File: config.mk
export PLATFORM = sky130hd
export DESIGN_NAME = cpu_interrupt_handler
export DESIGN_NICKNAME = d
export VERILOG_FILES = /design/src/rtl/cpu_irq_pkg.sv /design/src/rtl/cpu_interrupt_handler.sv
export SDC_FILE = /design/constraint.sdc
export NUM_CORES = 1
export LEC_CHECK = 0
export CAP_MARGIN = 20
export CORE_MARGIN = 2
export CORE_UTILIZATION = 56
export CTS_CLUSTER_DIAMETER = 120
export DETAILED_ROUTE_END_ITERATION = 8
export PLACE_DENSITY = 0.85
export SETUP_SLACK_MARGIN = 0.4
export SLEW_MARGIN = 20
export SYNTH_ARGS = -nofsm -noshare
export SYNTH_HDL_FRONTEND = slang
export SYNTH_SLANG_ARGS = --single-unit
File: constraint.sdc
create_clock -name clk -period 4.25 [get_ports clk]
set_clock_uncertainty 0.15 [all_clocks]
set_input_delay 1.275 -clock clk [delete_from_list [all_inputs] [get_ports clk]]
set_output_delay 1.275 -clock clk [all_outputs]
set_load 0.02 [all_outputs]
File: src/rtl/cpu_irq_pkg.sv
// Shared definitions for the 6502 interrupt/vector sequencer: vectors, P-bit
// positions, stack page and the FSM/action encodings.
package cpu_irq_pkg;

    localparam logic [15:0] DEF_NMI_VEC = 16'hFFFA;
    localparam logic [15:0] DEF_RST_VEC = 16'hFFFC;
    localparam logic [15:0] DEF_BRK_VEC = 16'hFFFE;

    localparam logic [7:0] STACK_PAGE = 8'h01;

    localparam int P_C = 0;
    localparam int P_Z = 1;
    localparam int P_I = 2;
    localparam int P_D = 3;
    localparam int P_B = 4;
    localparam int P_U = 5;
    localparam int P_V = 6;
    localparam int P_N = 7;

    localparam logic [7:0] MASK_I = 8'(1 << P_I);
    localparam logic [7:0] MASK_B = 8'(1 << P_B);
    localparam logic [7:0] MASK_U = 8'(1 << P_U);

    typedef enum logic [3:0] {
        ST_IDLE,
        ST_PUSH_H,
        ST_PUSH_L,
        ST_PUSH_P,
        ST_PULL_P,
        ST_PULL_L,
        ST_PULL_H,
        ST_VEC_L,
        ST_VEC_H,
        ST_WAIT,
        ST_FINISH
    } irq_state_t;

    typedef enum logic [2:0] {
        ACT_PASS,
        ACT_RST,
        ACT_BRK,
        ACT_RTI,
        ACT_NMI
    } irq_act_t;

    function automatic logic [15:0] stack_addr(input logic [7:0] sp);
        return {STACK_PAGE, sp};
    endfunction

endpackage

File: src/rtl/cpu_interrupt_handler.sv
// Runs the 6502 reset/NMI/BRK/RTI bus sequences for the execution FSM and
// returns the resulting PC, P and SP (or the inputs unchanged when idle-passing).
//
// state     | meaning
// IDLE      | waiting for interrupt_start; results held
// PUSH_H    | write PCH to stack
// PUSH_L    | write PCL to stack
// PUSH_P    | write status to stack
// PULL_P    | issue read of P from stack
// PULL_L    | issue read of PCL from stack
// PULL_H    | issue read of PCH from stack
// VEC_L     | issue read of vector low byte
// VEC_H     | issue read of vector high byte
// WAIT      | two-cycle read latency, then capture byte
// FINISH    | publish results, done=1
module cpu_interrupt_handler
    import cpu_irq_pkg::*;
#(
    parameter logic [15:0] NMI_VEC = DEF_NMI_VEC,
    parameter logic [15:0] RST_VEC = DEF_RST_VEC,
    parameter logic [15:0] BRK_VEC = DEF_BRK_VEC
) (
    input  logic        clk,
    input  logic        rst,
    output logic [15:0] interrupt_addr,
    input  logic [7:0]  mem_data_in,
    output logic [7:0]  interrupt_data_out,
    output logic        interrupt_write_en,
    input  logic        is_break,
    input  logic [7:0]  ppu_status,
    input  logic        soft_reset,
    input  logic        is_rti,
    input  logic        interrupt_start,
    output logic        interrupt_done,
    output logic        interrupt_busy,
    input  logic [15:0] pc_next,
    input  logic [7:0]  ie_status,
    input  logic [7:0]  stack_ptr,
    output logic [15:0] interrupt_pc_out,
    output logic [7:0]  interrupt_status_out,
    output logic [7:0]  interrupt_stack_out,
    output logic        interrupt_disable,
    input  logic        halt
);

    irq_state_t state, state_n;
    irq_state_t rd_src, rd_src_n;
    irq_act_t   act, act_n;
    logic       lat, lat_n;
    logic [15:0] pc_r, pc_n;
    logic [7:0]  p_r, p_n;
    logic [7:0]  sp_r, sp_n;
    logic [7:0]  pcl_r, pcl_n;
    logic [7:0]  pch_r, pch_n;
    logic [7:0]  pp_r, pp_n;
    logic        nmi_pending, nmi_pending_n;
    logic        vblank_q;
    logic        rst_pending, rst_pending_n;
    logic        nmi_rise;

    logic [15:0] addr_n;
    logic [7:0]  data_n;
    logic        we_n;
    logic        done_n;
    logic        busy_n;
    logic [15:0] pc_out_n;
    logic [7:0]  status_out_n;
    logic [7:0]  stack_out_n;
    logic [15:0] vec_base;

    logic unused_ppu_bits;
    assign unused_ppu_bits = ^ppu_status[6:0];

    assign nmi_rise = ppu_status[7] & ~vblank_q;
    assign interrupt_disable = interrupt_status_out[P_I];

    always_comb begin
        vec_base = BRK_VEC;
        if (act == ACT_NMI) vec_base = NMI_VEC;
        else if (act == ACT_RST) vec_base = RST_VEC;
    end

    always_comb begin
        state_n       = state;
        rd_src_n      = rd_src;
        act_n         = act;
        lat_n         = lat;
        pc_n          = pc_r;
        p_n           = p_r;
        sp_n          = sp_r;
        pcl_n         = pcl_r;
        pch_n         = pch_r;
        pp_n          = pp_r;
        addr_n        = interrupt_addr;
        data_n        = interrupt_data_out;
        we_n          = 1'b0;
        done_n        = interrupt_done;
        busy_n        = interrupt_busy;
        pc_out_n      = interrupt_pc_out;
        status_out_n  = interrupt_status_out;
        stack_out_n   = interrupt_stack_out;
        nmi_pending_n = nmi_pending | nmi_rise;
        rst_pending_n = rst_pending | soft_reset;

        case (state)
            ST_IDLE: begin
                if (interrupt_start) begin
                    done_n = 1'b0;
                    busy_n = 1'b1;
                    pc_n   = pc_next;
                    p_n    = ie_status;
                    sp_n   = stack_ptr;
                    if (rst_pending) begin
                        act_n         = ACT_RST;
                        rst_pending_n = soft_reset;
                        sp_n          = stack_ptr - 8'd3;
                        state_n       = ST_VEC_L;
                    end else if (is_break) begin
                        act_n   = ACT_BRK;
                        state_n = ST_PUSH_H;
                    end else if (is_rti) begin
                        act_n   = ACT_RTI;
                        state_n = ST_PULL_P;
                    end else if (nmi_pending) begin
                        // a fresh edge on this same cycle stays pending
                        act_n         = ACT_NMI;
                        nmi_pending_n = nmi_rise;
                        state_n       = ST_PUSH_H;
                    end else begin
                        act_n   = ACT_PASS;
                        state_n = ST_FINISH;
                    end
                end
            end
            ST_PUSH_H: begin
                addr_n  = stack_addr(sp_r);
                data_n  = pc_r[15:8];
                we_n    = 1'b1;
                sp_n    = sp_r - 8'd1;
                state_n = ST_PUSH_L;
            end
            ST_PUSH_L: begin
                addr_n  = stack_addr(sp_r);
                data_n  = pc_r[7:0];
                we_n    = 1'b1;
                sp_n    = sp_r - 8'd1;
                state_n = ST_PUSH_P;
            end
            ST_PUSH_P: begin
                addr_n  = stack_addr(sp_r);
                data_n  = (act == ACT_NMI) ? ((p_r & ~MASK_B) | MASK_U) : (p_r | MASK_B | MASK_U);
                we_n    = 1'b1;
                sp_n    = sp_r - 8'd1;
                state_n = ST_VEC_L;
            end
            ST_PULL_P, ST_PULL_L, ST_PULL_H: begin
                sp_n     = sp_r + 8'd1;
                addr_n   = stack_addr(sp_r + 8'd1);
                rd_src_n = state;
                lat_n    = 1'b0;
                state_n  = ST_WAIT;
            end
            ST_VEC_L: begin
                addr_n   = vec_base;
                rd_src_n = state;
                lat_n    = 1'b0;
                state_n  = ST_WAIT;
            end
            ST_VEC_H: begin
                addr_n   = vec_base + 16'd1;
                rd_src_n = state;
                lat_n    = 1'b0;
                state_n  = ST_WAIT;
            end
            ST_WAIT: begin
                if (!lat) begin
                    lat_n = 1'b1;
                end else begin
                    case (rd_src)
                        ST_PULL_P: begin pp_n  = mem_data_in; state_n = ST_PULL_L; end
                        ST_PULL_L: begin pcl_n = mem_data_in; state_n = ST_PULL_H; end
                        ST_PULL_H: begin pch_n = mem_data_in; state_n = ST_FINISH; end
                        ST_VEC_L:  begin pcl_n = mem_data_in; state_n = ST_VEC_H;  end
                        ST_VEC_H:  begin pch_n = mem_data_in; state_n = ST_FINISH; end
                        default:   state_n = ST_FINISH;
                    endcase
                end
            end
            ST_FINISH: begin
                done_n      = 1'b1;
                busy_n      = 1'b0;
                stack_out_n = sp_r;
                state_n     = ST_IDLE;
                case (act)
                    ACT_PASS: begin
                        pc_out_n     = pc_r;
                        status_out_n = p_r;
                    end
                    ACT_RTI: begin
                        pc_out_n     = {pch_r, pcl_r};
                        status_out_n = (pp_r & ~MASK_B) | MASK_U;
                    end
                    default: begin
                        pc_out_n     = {pch_r, pcl_r};
                        status_out_n = p_r | MASK_I;
                    end
                endcase
            end
            default: state_n = ST_IDLE;
        endcase
    end

    always_ff @(posedge clk or negedge rst) begin
        if (!rst) begin
            state                <= ST_IDLE;
            rd_src               <= ST_IDLE;
            act                  <= ACT_PASS;
            lat                  <= 1'b0;
            pc_r                 <= '0;
            p_r                  <= '0;
            sp_r                 <= '0;
            pcl_r                <= '0;
            pch_r                <= '0;
            pp_r                 <= '0;
            nmi_pending          <= 1'b0;
            vblank_q             <= 1'b0;
            rst_pending          <= 1'b0;
            interrupt_addr       <= '0;
            interrupt_data_out   <= '0;
            interrupt_write_en   <= 1'b0;
            interrupt_done       <= 1'b0;
            interrupt_busy       <= 1'b0;
            interrupt_pc_out     <= '0;
            interrupt_status_out <= '0;
            interrupt_stack_out  <= 8'hFF;
        end else if (!halt) begin
            state                <= state_n;
            rd_src               <= rd_src_n;
            act                  <= act_n;
            lat                  <= lat_n;
            pc_r                 <= pc_n;
            p_r                  <= p_n;
            sp_r                 <= sp_n;
            pcl_r                <= pcl_n;
            pch_r                <= pch_n;
            pp_r                 <= pp_n;
            nmi_pending          <= nmi_pending_n;
            vblank_q             <= ppu_status[7];
            rst_pending          <= rst_pending_n;
            interrupt_addr       <= addr_n;
            interrupt_data_out   <= data_n;
            interrupt_write_en   <= we_n;
            interrupt_done       <= done_n;
            interrupt_busy       <= busy_n;
            interrupt_pc_out     <= pc_out_n;
            interrupt_status_out <= status_out_n;
            interrupt_stack_out  <= stack_out_n;
        end
    end

endmodule

### Word level (Yosys, flattened, before mapping)

Index checks and enable logic that the tools add are counted.

| word-level totals | value |
|---|---|
| flip-flop bits (word level) | 130 |
| input bits | 55 |
| word-level logic and storage cells | 111 |

| cells by class | value |
|---|---|
| $add $sub $neg | 4 |
| equal/unequal tests | 20 |
| mux-type cells | 37 |
| bitwise gates (word level) | 5 |
| reduce and logical (&&, ||, !) cells | 24 |

Operators by type and width:

| operator | number |
|---|---|
| one-hot mux 16 bit (4 select lines) | 1 |
| one-hot mux 8 bit (3 select lines) | 2 |
| == test 4 x 3 -> 1 bit, second input constant | 8 |
| 2-to-1 mux 16 bit | 2 |
| 2-to-1 mux 4 bit | 6 |
| one-hot mux 4 bit (6 select lines) | 1 |
| adder 16 x 1 -> 16 bit, second input constant | 1 |
| == test 4 bit, second input constant | 4 |
| 2-to-1 mux 8 bit | 2 |
| one-hot mux 8 bit (2 select lines) | 1 |
| 2-to-1 mux 1 bit | 12 |
| 2-to-1 mux 3 bit | 4 |
| one-hot mux 4 bit (3 select lines) | 1 |
| AND reduction 3 bit | 4 |
| AND reduction 4 bit | 3 |
| AND reduction 2 bit | 5 |
| adder 8 x 1 -> 8 bit, second input constant | 1 |
| == test 4 x 2 -> 1 bit, second input constant | 2 |
| subtractor 8 x 1 -> 8 bit, second input constant | 1 |
| subtractor 8 x 2 -> 8 bit, second input constant | 1 |
| one-hot mux 1 bit (2 select lines) | 3 |
| nonzero test 3 bit | 2 |
| OR reduction 3 bit | 2 |
| 2-to-1 mux 5 bit | 1 |
| other kinds (15) | 20 |

### Longest topological paths before layout

Gate-level depths: netlist of the first run.

| logic depth | value |
|---|---|
| depth in word-level cells | 9 |
| depth in mapped cells | 8 |
| mapped depth without buffers | 7 |

### Worst setup path before layout of the first run

OpenSTA, ideal clock, no wires.

| timing path | value |
|---|---|
| path kind | input port to flip-flop |
| from | in halt |
| to | reg interrupt_pc_out[0] |
| data arrival time | 2.527 ns |
| path slack | 1.436 ns |
| stages on the path | 5 |
| cells stage by stage | clkbuf_1 -> nor3_1 -> clkbuf_1 -> clkbuf_1 -> a21oi_1 |

| between the ends | value |
|---|---|
| word-level cells in the longest chain between the ends | 2 |

Ends and longest elaborated chain:

| element | RTL line | source |
|---|---|---|
| start: declaration | cpu_interrupt_handler.sv:43 | `input logic halt` |
| inverter 1 bit (no source line) | -- |  |
| AND reduction 2 bit (no source line) | -- |  |
| end signal: assignment | cpu_interrupt_handler.sv:255 | `interrupt_pc_out <= pc_out_n;` |
| end: declaration | cpu_interrupt_handler.sv:39 | `output logic [15:0] interrupt_pc_out,` |

No other way between the ends.
A chain may end at the register's enable or synchronous reset.

### Worst setup path in the final report of the first run

| timing path | value |
|---|---|
| from | reg interrupt_stack_out[7] |
| to | out interrupt_stack_out[7] |

RTL lines:

| element | RTL line | source |
|---|---|---|
| start: declaration | cpu_interrupt_handler.sv:41 | `output logic [7:0] interrupt_stack_out,` |
| start signal: assignment | cpu_interrupt_handler.sv:257 | `interrupt_stack_out <= stack_out_n;` |

No word-level cell between the ends.

==> qor.csv, run 1 <==
metric,value,unit
fin_crit_sh,72.6,%
hold_path.class,flip-flop to flip-flop,
layout-drive-gt1-share,17.9,%
worstSkewPairLatency,520,ps
grt_first_pass_wirelength,25.0,mm
use_met1,35.5,%
worstHoldPathCells,1,
seqCellArea,0.00306,mm²
endpoint_kind,primary output,
initial_utilization,57.6,%
tns,0,ps
syn_inst,552,
synth_warnings,0,
use_met2,48.0,%
endpoint,interrupt_stack_out[7],
reg2reg_from,state[0],
max-clock-path-buffers,2,
rr_worst_depth,5,
fmax,0.324,GHz
wl_per_cell,19.6,µm
r2r_slack,1360,ps
tritoncts,yes,
syn_area,0.00595,mm²
io_pins,115,
synth_ff_type,dfrtp_1,
cap_violations,0,
synth_edf_count,0,
die_x,107,µm
crit_start,interrupt_stack_out[7],
grt_pass1_vias,4928,
drtPass1Iterations,5,
ys_ff_latch,122,
drv_slew,0,
setup_violations,0,
critical_path.startpoint_type,flip-flop,
yosys-top-cells-area,"dfrtp_1 48%, mux2_2 8.1%, mux2i_1 4.5%, a21oi_1 3.9%, dfstp_2 3.5%",
slowest_stage,clkdlybuf4s50_1,
ir_worst_vdd,0.463,mV
clkSlewWorstSetupHoldPaths,60,ps
final_hold_viol_count,0,
placed_area,0.00708,mm²
stdcell_count,797,
grt_usage,28.5,%
grt_max_degree,43,
cts_hold_buffers,0,
drc,0,
status,completed,
leakagePower,3.41,nW
crit_family,buffers and inverters,
synth.distinct_cells,65,
critPathMaxFanout,2,
vias,4803,
met3_usage,6.14,%
pre_cts_slack,902,ps
required,2820,ps
r2r-end,interrupt_data_out[6],
total_power,6.20,mW
cts_inserted_buffers,17,
drt-initial-drc-count,281,
fin_area,0.00771,mm²
worst_slew_pin_slew,1040,ps
path_buf_inv,1,
multiInputGateArea,0.00266,mm²
postLayoutSetupSlackWorst,1170,ps
hold-worst-slack,333,ps
rsz0062_at_grt,no,
synth.top_cells.by_count,"114 x dfrtp_1, 52 x nor2_1, 46 x a21oi_1",
dp_hpwl,10.5,mm
final_util,74.7,%
async_flop_share,100,%
viasPerCell,6.03,
port_buffers,107,
place_inst,764,
antenna_found_initial,0,
area_delta_synth_final,29.7,%
final_antenna_net_count,0,
wl,15.7,mm
root_buffer,clkbuf_8,
cts_sinks,122,
worstPathCellList,clkdlybuf4s50_1,
yosys.cell_count.top_type,dfrtp_1,
critical_path_class,flip-flop to primary output,
n_antenna_cell,0,
period_needed,3080,ps
dieArea,0.0115,mm²
syn_nets,610,
max-slew-margin-rel,30.6,%
fin_nets,706,
core,0.0103,mm²
avgSynthCellArea,10.8,µm²
synth_top_area_cell,dfrtp_1,
gr-total-overflow,0,
die_h,107,µm
gp_congestion,0.872,
post_cts_buffers,0,
htreeDepth,4,
critPathMaxStageDelay,600,ps
synth_top_area_share,48.0,%
powerDensity,804,mW/mm²
fillers,691,
rows,37,
cp.depth,1,
synth_seq_area_share,51.5,%
cts_resized,0,
grt-busiest-layer,met2,
arrival,1660,ps
## kinds of logic after synthesis
| group | Yosys count | synth area share [%] |
|---|---|---|
| AOI/OAI and AO/OA | 137 | 14.3 |
| DFF | 122 | 51.5 |
| and+or+nand+nor | 145 | 12.1 |
| xor gates and xnor gates | 8 | 1.18 |
| buffers and inverters | 53 | 4.06 |
| adders and majority gates | 3 | 0.631 |
| muxes | 84 | 16.2 |
## placed cells by master (no fill, tap or decap), types with 14 or more instances in the layout
cell type        netlist  layout
nand2_1               35      35
mux2_4                14      14
mux2_2                43      43
clkbuf_16              0      16
o21ai_0               35      35
clkdlybuf4s50_1        0     106
nor2_1                52      52
a21oi_1               46      46
mux2i_1               27      27
dfrtp_1              114     114
## layer usage
| metal | vias to the layer above | wire (µm) |
|---|---|---|
| met5 | - | 0 |
| met4 | 0 | 454 |
| met3 | 41 | 1130 |
| met2 | 248 | 7810 |
| met1 | 2344 | 6270 |
| li1 | 2170 | - |
## report_power, final
| part | switching, mW | internal [mW] | total [mW] |
|---|---|---|---|
| clock network | 0.536 | 0.954 | 1.49 |
| registers | 0.534 | 1.65 | 2.19 |
| logic | 1.33 | 1.19 | 2.53 |
## worst min-delay path by stage
stage	startpoint	endpoint	slack (ps)
2_1_floorplan	vblank_q	nmi_pending	290
3_3_place_gp	interrupt_addr[8]	interrupt_addr[8]	300
3_5_place_dp	vblank_q	vblank_q	320
4_1_cts	vblank_q	nmi_pending	320
5_1_grt	vblank_q	nmi_pending	360
6_report	vblank_q	nmi_pending	330
## layout make-up
| class | instances | share of cell area [%] |
|---|---|---|
| Tap cell | 136 | 2.21 |
| Timing Repair Buffer | 116 | 15.0 |
| Clock buffer | 18 | 5.42 |
| Sequential cell | 122 | 39.7 |
| Clock inverter | 14 | 2.56 |
| Inverter | 14 | 0.714 |
| Multi-Input combinational cell | 377 | 34.4 |
## state kept, by name, indices dropped and copies added (netlist names)
name and count:
p_r 8, act 3, lat 1, interrupt_status_out 8, interrupt_done 1, pch_r 8
vblank_q 1, pc_r 16, interrupt_data_out 8, pcl_r 8, rd_src 4, rst_pending 1
nmi_pending 1, interrupt_busy 1, interrupt_addr 10, interrupt_write_en 1, interrupt_pc_out 16, state 4
pp_r 6, sp_r 8, interrupt_stack_out 8
No activity file was read; power rests on OpenSTA's default activity.
==> run 2, diff against run 1 <==
CORE_UTILIZATION = 47   (was 56)
PLACE_DENSITY = 0.76   (was 0.85)
clock period = 2.5 ns   (was 4.25 ns; I/O delays follow)
==> run 2 against run 1 <==
Against the previous run:
- worst hold slack worse by 200 ps
- die area up 18%
- sequential power up 62%
- worst setup slack worse by 760 ps
- global-route usage fell by 4.1 points
- cell area grew 5.0%
- sequential share of layout area decreased by 1.9 points
- clock-buffer cell count is 1 lower
- via count grew 1.7%
- first-iteration DRC count is 30% higher
- non-clock buffer count grew 36
- critical path type is now flip-flop to flip-flop
- largest cell class unchanged
==> qor.csv, run 2 (same netlist as run 1, synthesis figures left out) <==
metric,value,unit,change
required,2700,ps,-120 ps
stdcell_count,869,,+9.0%
grt_usage,24.5,%,-4.1 points
cts_sinks,122,,unchanged
powerDensity,1290,mW/mm²,+60%
worst_slew_pin_slew,795,ps,-242 ps
grt_max_degree,52,,+21%
core,0.0125,mm²,+21%
vias,4886,,+1.7%
die_x,116,µm,+8.8%
drc,0,,unchanged
final_hold_viol_count,0,,unchanged
critical_path_class,flip-flop to flip-flop,,
dieArea,0.0136,mm²,+18%
crit_top_cell,o22ai_1,,
hold_path.class,primary input to asynchronous set/reset pin,,
final_antenna_net_count,0,,unchanged
tritoncts,yes,,
cap_violations,0,,unchanged
critPathMaxStageDelay,490,ps,-110 ps
worstSkewPairLatency,430,ps,-90 ps
largestRegisters,"interrupt_pc_out: 16 flops, pc_r: 16 flops, interrupt_addr: 10 flops",,
slowest_stage,dfrtp_1,,
fin_nets,742,,+5.1%
path_buf_inv,1,,unchanged
gr-total-overflow,0,,unchanged
worstPathCellList,inv_1 > ha_1 > nor4b_2 > nand3_1 > o22ai_1 > a22oi_1 > o22ai_1,,
final_util,65.0,%,-9.7 points
max-clock-path-buffers,2,,unchanged
io_pins,115,,unchanged
port_buffers,107,,unchanged
total_power,10.4,mW,+68%
cts_hold_buffers,0,,unchanged
clkSlewWorstSetupHoldPaths,60,ps,about the same
wl,16.0,mm,+2.0%
critical_path.startpoint_type,flip-flop,,
gp_congestion,0.876,,+0.49%
tns,0,ps,unchanged
arrival,2300,ps,+640 ps
endpoint_kind,flip-flop,,
hold-worst-slack,132,ps,-201 ps
htreeDepth,4,,unchanged
drv_slew,0,,unchanged
fin_area,0.00810,mm²,+5.0%
layout_commonest_cell,dfrtp_1,,
period_needed,2100,ps,
area_delta_synth_final,36.2,%,
pre_cts_slack,-178,ps,-1080 ps
mostFrequentLayoutCells,"112 x dfrtp_1, 50 x nor2_1, 46 x a21oi_1, 46 x dlygate4sd2_1, 43 x mux2_2",,
viasPerCell,5.62,,-6.7%
initial_utilization,47.7,%,-9.9 points
rsz0062_at_grt,yes,,
root_buffer,clkbuf_16,,
wl_per_cell,18.4,µm,-6.5%
antenna_found_initial,0,,unchanged
crit_family,simple AND/OR/NAND/NOR gates,,
leakagePower,3.73,nW,+9.4%
drtPass1Iterations,6,,+1
fin_crit_sh,84.0,%,
status,completed,,
drt-initial-drc-count,364,,+30%
max-slew-margin-rel,46.9,%,+16 points
ir_worst_vdd,0.776,mV,+67%
placed_area,0.00742,mm²,+4.8%
layout-drive-gt1-share,26.5,%,+8.7 points
cts_inserted_buffers,17,,unchanged
rows,41,,+11%
setup_violations,0,,unchanged
grt_first_pass_wirelength,24.9,mm,-0.14%
place_inst,829,,+8.5%
fmax,0.476,GHz,
postLayoutSetupSlackWorst,401,ps,-764 ps
n_antenna_cell,0,,unchanged
grt_pass1_vias,4924,,-0.081%
die_h,116,µm,+8.8%
critPathMaxFanout,6,,+4
dp_hpwl,11.0,mm,+4.5%
==> run 2: repair_timing <==
item | 4_1_cts | 5_1_grt
buffers inserted | 2 | 5
pin swaps | 7 | 5
setup endpoints to repair | 115 | 60
resized for setup | 103 | 24
cloned | 1 | 0
==> run 2: layout make-up <==
cell class | count | area (µm²)
Fill cell | 975 | 4360
Sequential cell | 122 | 3070
Multi-Input combinational cell | 377 | 2750
Timing Repair Buffer | 152 | 1430
Clock buffer | 17 | 425
Tap cell | 172 | 215
Clock inverter | 15 | 168
Inverter | 14 | 55.1
==> run 2: metal layers <==
metal | up-vias | global-route usage [%] | share of wire [%]
met5 | - | 0 | 0
met4 | 0 | 9.52 | 2.8
met3 | 45 | 7.01 | 6.9
met2 | 206 | 40.5 | 50
met1 | 2390 | 30.4 | 40
li1 | 2245 | - | -
==> run 2: worst paths after layout <==
check | start | endpoint | slack [ps] | depth (start not counted)
max | sp_r[1] | sp_r[6] | 400 | 7
min | rst | act[2] | 130 | 1
max reg2reg | sp_r[1] | sp_r[6] | 400 | 7
min reg2reg | interrupt_addr[8] | interrupt_addr[8] | 310 | 1
max in group asynchronous | rst | interrupt_stack_out[1] | 1430 | 2
min in group clk | interrupt_addr[8] | interrupt_addr[8] | 310 | 1
==> run 2: report_power, final <==
| group | total, mW | leakage [nW] | switching, mW | internal, mW |
|---|---|---|---|---|
| clock | 2.45 | 0.279 | 0.969 | 1.48 |
| sequential | 3.54 | 1.48 | 0.729 | 2.81 |
| combinational | 4.45 | 1.97 | 2.50 | 1.95 |
==> run 3, diff against run 2 <==
clock period = 1.9 ns   (was 2.5 ns; I/O delays follow)
==> run 3 against run 2 <==
Against the previous run:
- worst setup slack worse by 590 ps
- power grew 88%
- cell area increased by 31%
- the flow now finishes with violations (negative setup slack)
==> qor.csv, run 3 (same netlist as run 1, synthesis figures left out) <==
metric,value,unit,change
status,"finished, violations left",,
violations,negative setup slack,,
fin_nets,884,,+19%
gr-total-overflow,0,,unchanged
critical_path.startpoint_type,flip-flop,,
placed_area,0.00784,mm²,+5.6%
largestRegisters,"interrupt_pc_out: 16 flops, pc_r: 16 flops, interrupt_addr: 10 flops",,
initial_utilization,47.7,%,unchanged
critPathMaxFanout,6,,unchanged
drc,0,,unchanged
clkSlewWorstSetupHoldPaths,60,ps,about the same
dieArea,0.0136,mm²,unchanged
critical_path_class,flip-flop to flip-flop,,
fin_crit_sh,110,%,+26 points
grt_max_degree,87,,+67%
worst_slew_pin_slew,683,ps,-111 ps
grt_usage,30.4,%,+5.9 points
setup_violations,54,,+54
fin_area,0.0106,mm²,+31%
max-clock-path-buffers,2,,unchanged
tritoncts,yes,,
cap_violations,0,,unchanged
powerDensity,1860,mW/mm²,+44%
tns,-4730,ps,-4730 ps
grt_pass1_vias,5574,,+13%
max-slew-margin-rel,54.0,%,+7.1 points
drt-initial-drc-count,561,,+54%
vias,6114,,+25%
wl_per_cell,24.8,µm,+35%
core,0.0125,mm²,unchanged
hold_path.class,flip-flop to flip-flop,,
viasPerCell,6.04,,+7.5%
io_pins,115,,unchanged
drtPass1Iterations,6,,unchanged
period_needed,2090,ps,-14.0 ps
grt_first_pass_wirelength,30.7,mm,+23%
final_antenna_net_count,0,,unchanged
rows,41,,unchanged
mostFrequentLayoutCells,"121 x buf_4, 105 x dfrtp_1, 99 x buf_6",,
port_buffers,107,,unchanged
arrival,2230,ps,-70 ps
drv_slew,0,,unchanged
htreeDepth,4,,unchanged
postLayoutSetupSlackWorst,-185,ps,-586 ps
leakagePower,4.78,nW,+28%
cts_inserted_buffers,17,,unchanged
die_h,116,µm,unchanged
ir_worst_vdd,1.18,mV,+52%
total_power,19.6,mW,+88%
root_buffer,clkbuf_16,,
hold-worst-slack,332,ps,+200 ps
worstSkewPairLatency,440,ps,about the same
fmax,0.480,GHz,+0.67%
layout_commonest_cell,buf_4,,
layout-drive-gt1-share,59.2,%,+33 points
required,2050,ps,-650 ps
cts_sinks,122,,unchanged
dp_hpwl,11.8,mm,+7.7%
wl,25.1,mm,+57%
antenna_found_initial,1,,+1
area_delta_synth_final,77.8,%,
endpoint_kind,flip-flop,,
final_hold_viol_count,0,,unchanged
die_x,116,µm,unchanged
rsz0062_at_grt,yes,,
gp_congestion,0.894,,+2.1%
[run 3: changes by cell type in the layout (fill, tap and decap cells not counted), sizes merged, moves of 2 or more]
cell	previous run	this run
buf	52	241
dlygate4sd2	46	1
clkdlybuf4s15	8	0
clkdlybuf4s50	39	45
clkbuf	19	23
dlymetal6s2s	4	0
bufinv	2	4
clkinvlp	4	2
inv	19	17
[run 3: worst max-delay path, cell delays in order (launching register included)]
cell and delay, ps:
dfrtp_2 440, buf_12 140, nand3_1 80, buf_4 180, nor2_1 240, o21ai_0 190, a211oi_1 410, nor2_1 120
[run 3: per-layer routing]
layer,wire [µm],global-route usage [%]
met1,9060,38.5
met2,12600,51.7
met3,1980,5.92
met4,1510,11.5
met5,0,0
[run 3: what timing repair did]
item | in CTS | in global routing
hold buffers | 1 | 0
pin swaps | 15 | 42
gates resized for setup | 500 | 160
setup buffers | 34 | 55
endpoints found under the hold margin | 4 | 0
cloned | 3 | 7
endpoints found under the setup margin | 180 | 181
[run 3: area by class of cell]
class | instances | area [µm²]
inverter | 14 | 55.1
clock inverter | 14 | 194
multi-input combinational | 378 | 3560
antenna | 1 | 2.50
clock buffer | 18 | 439
tap | 172 | 215
sequential | 122 | 3070
timing repair buffer | 293 | 3040
fill | 575 | 1890
[run 3: path summary, 6_finish.rpt]
| path | from | to | slack (ps) | cells past startpoint |
|---|---|---|---|---|
| worst max register to register | sp_r[0] | interrupt_addr[5] | -190 | 7 |
| worst max-delay path | sp_r[0] | interrupt_addr[5] | -190 | 7 |
| min in group asynchronous | rst | act[2] | 340 | 2 |
| worst min register to register | vblank_q | nmi_pending | 330 | 1 |
| worst min-delay path | vblank_q | nmi_pending | 330 | 1 |
| max in group asynchronous | rst | interrupt_pc_out[2] | 540 | 3 |
[run 3: power by group]
part	internal, mW	switching [mW]
Combinational	5.66	5.41
Clock	2.24	1.36
Sequential	3.72	1.25
[run 3: stage by stage]
stage / utilization (%) / worst slack, ps / instances
after floorplan: - / -164 / 552
after CTS: 75.4 / -90.6 / 949
final: 84.9 / -185 / 1012
after global placement: 62.9 / -497 / 879
after global routing: 84.9 / -340 / 1012
after detailed placement: 62.9 / -549 / 879
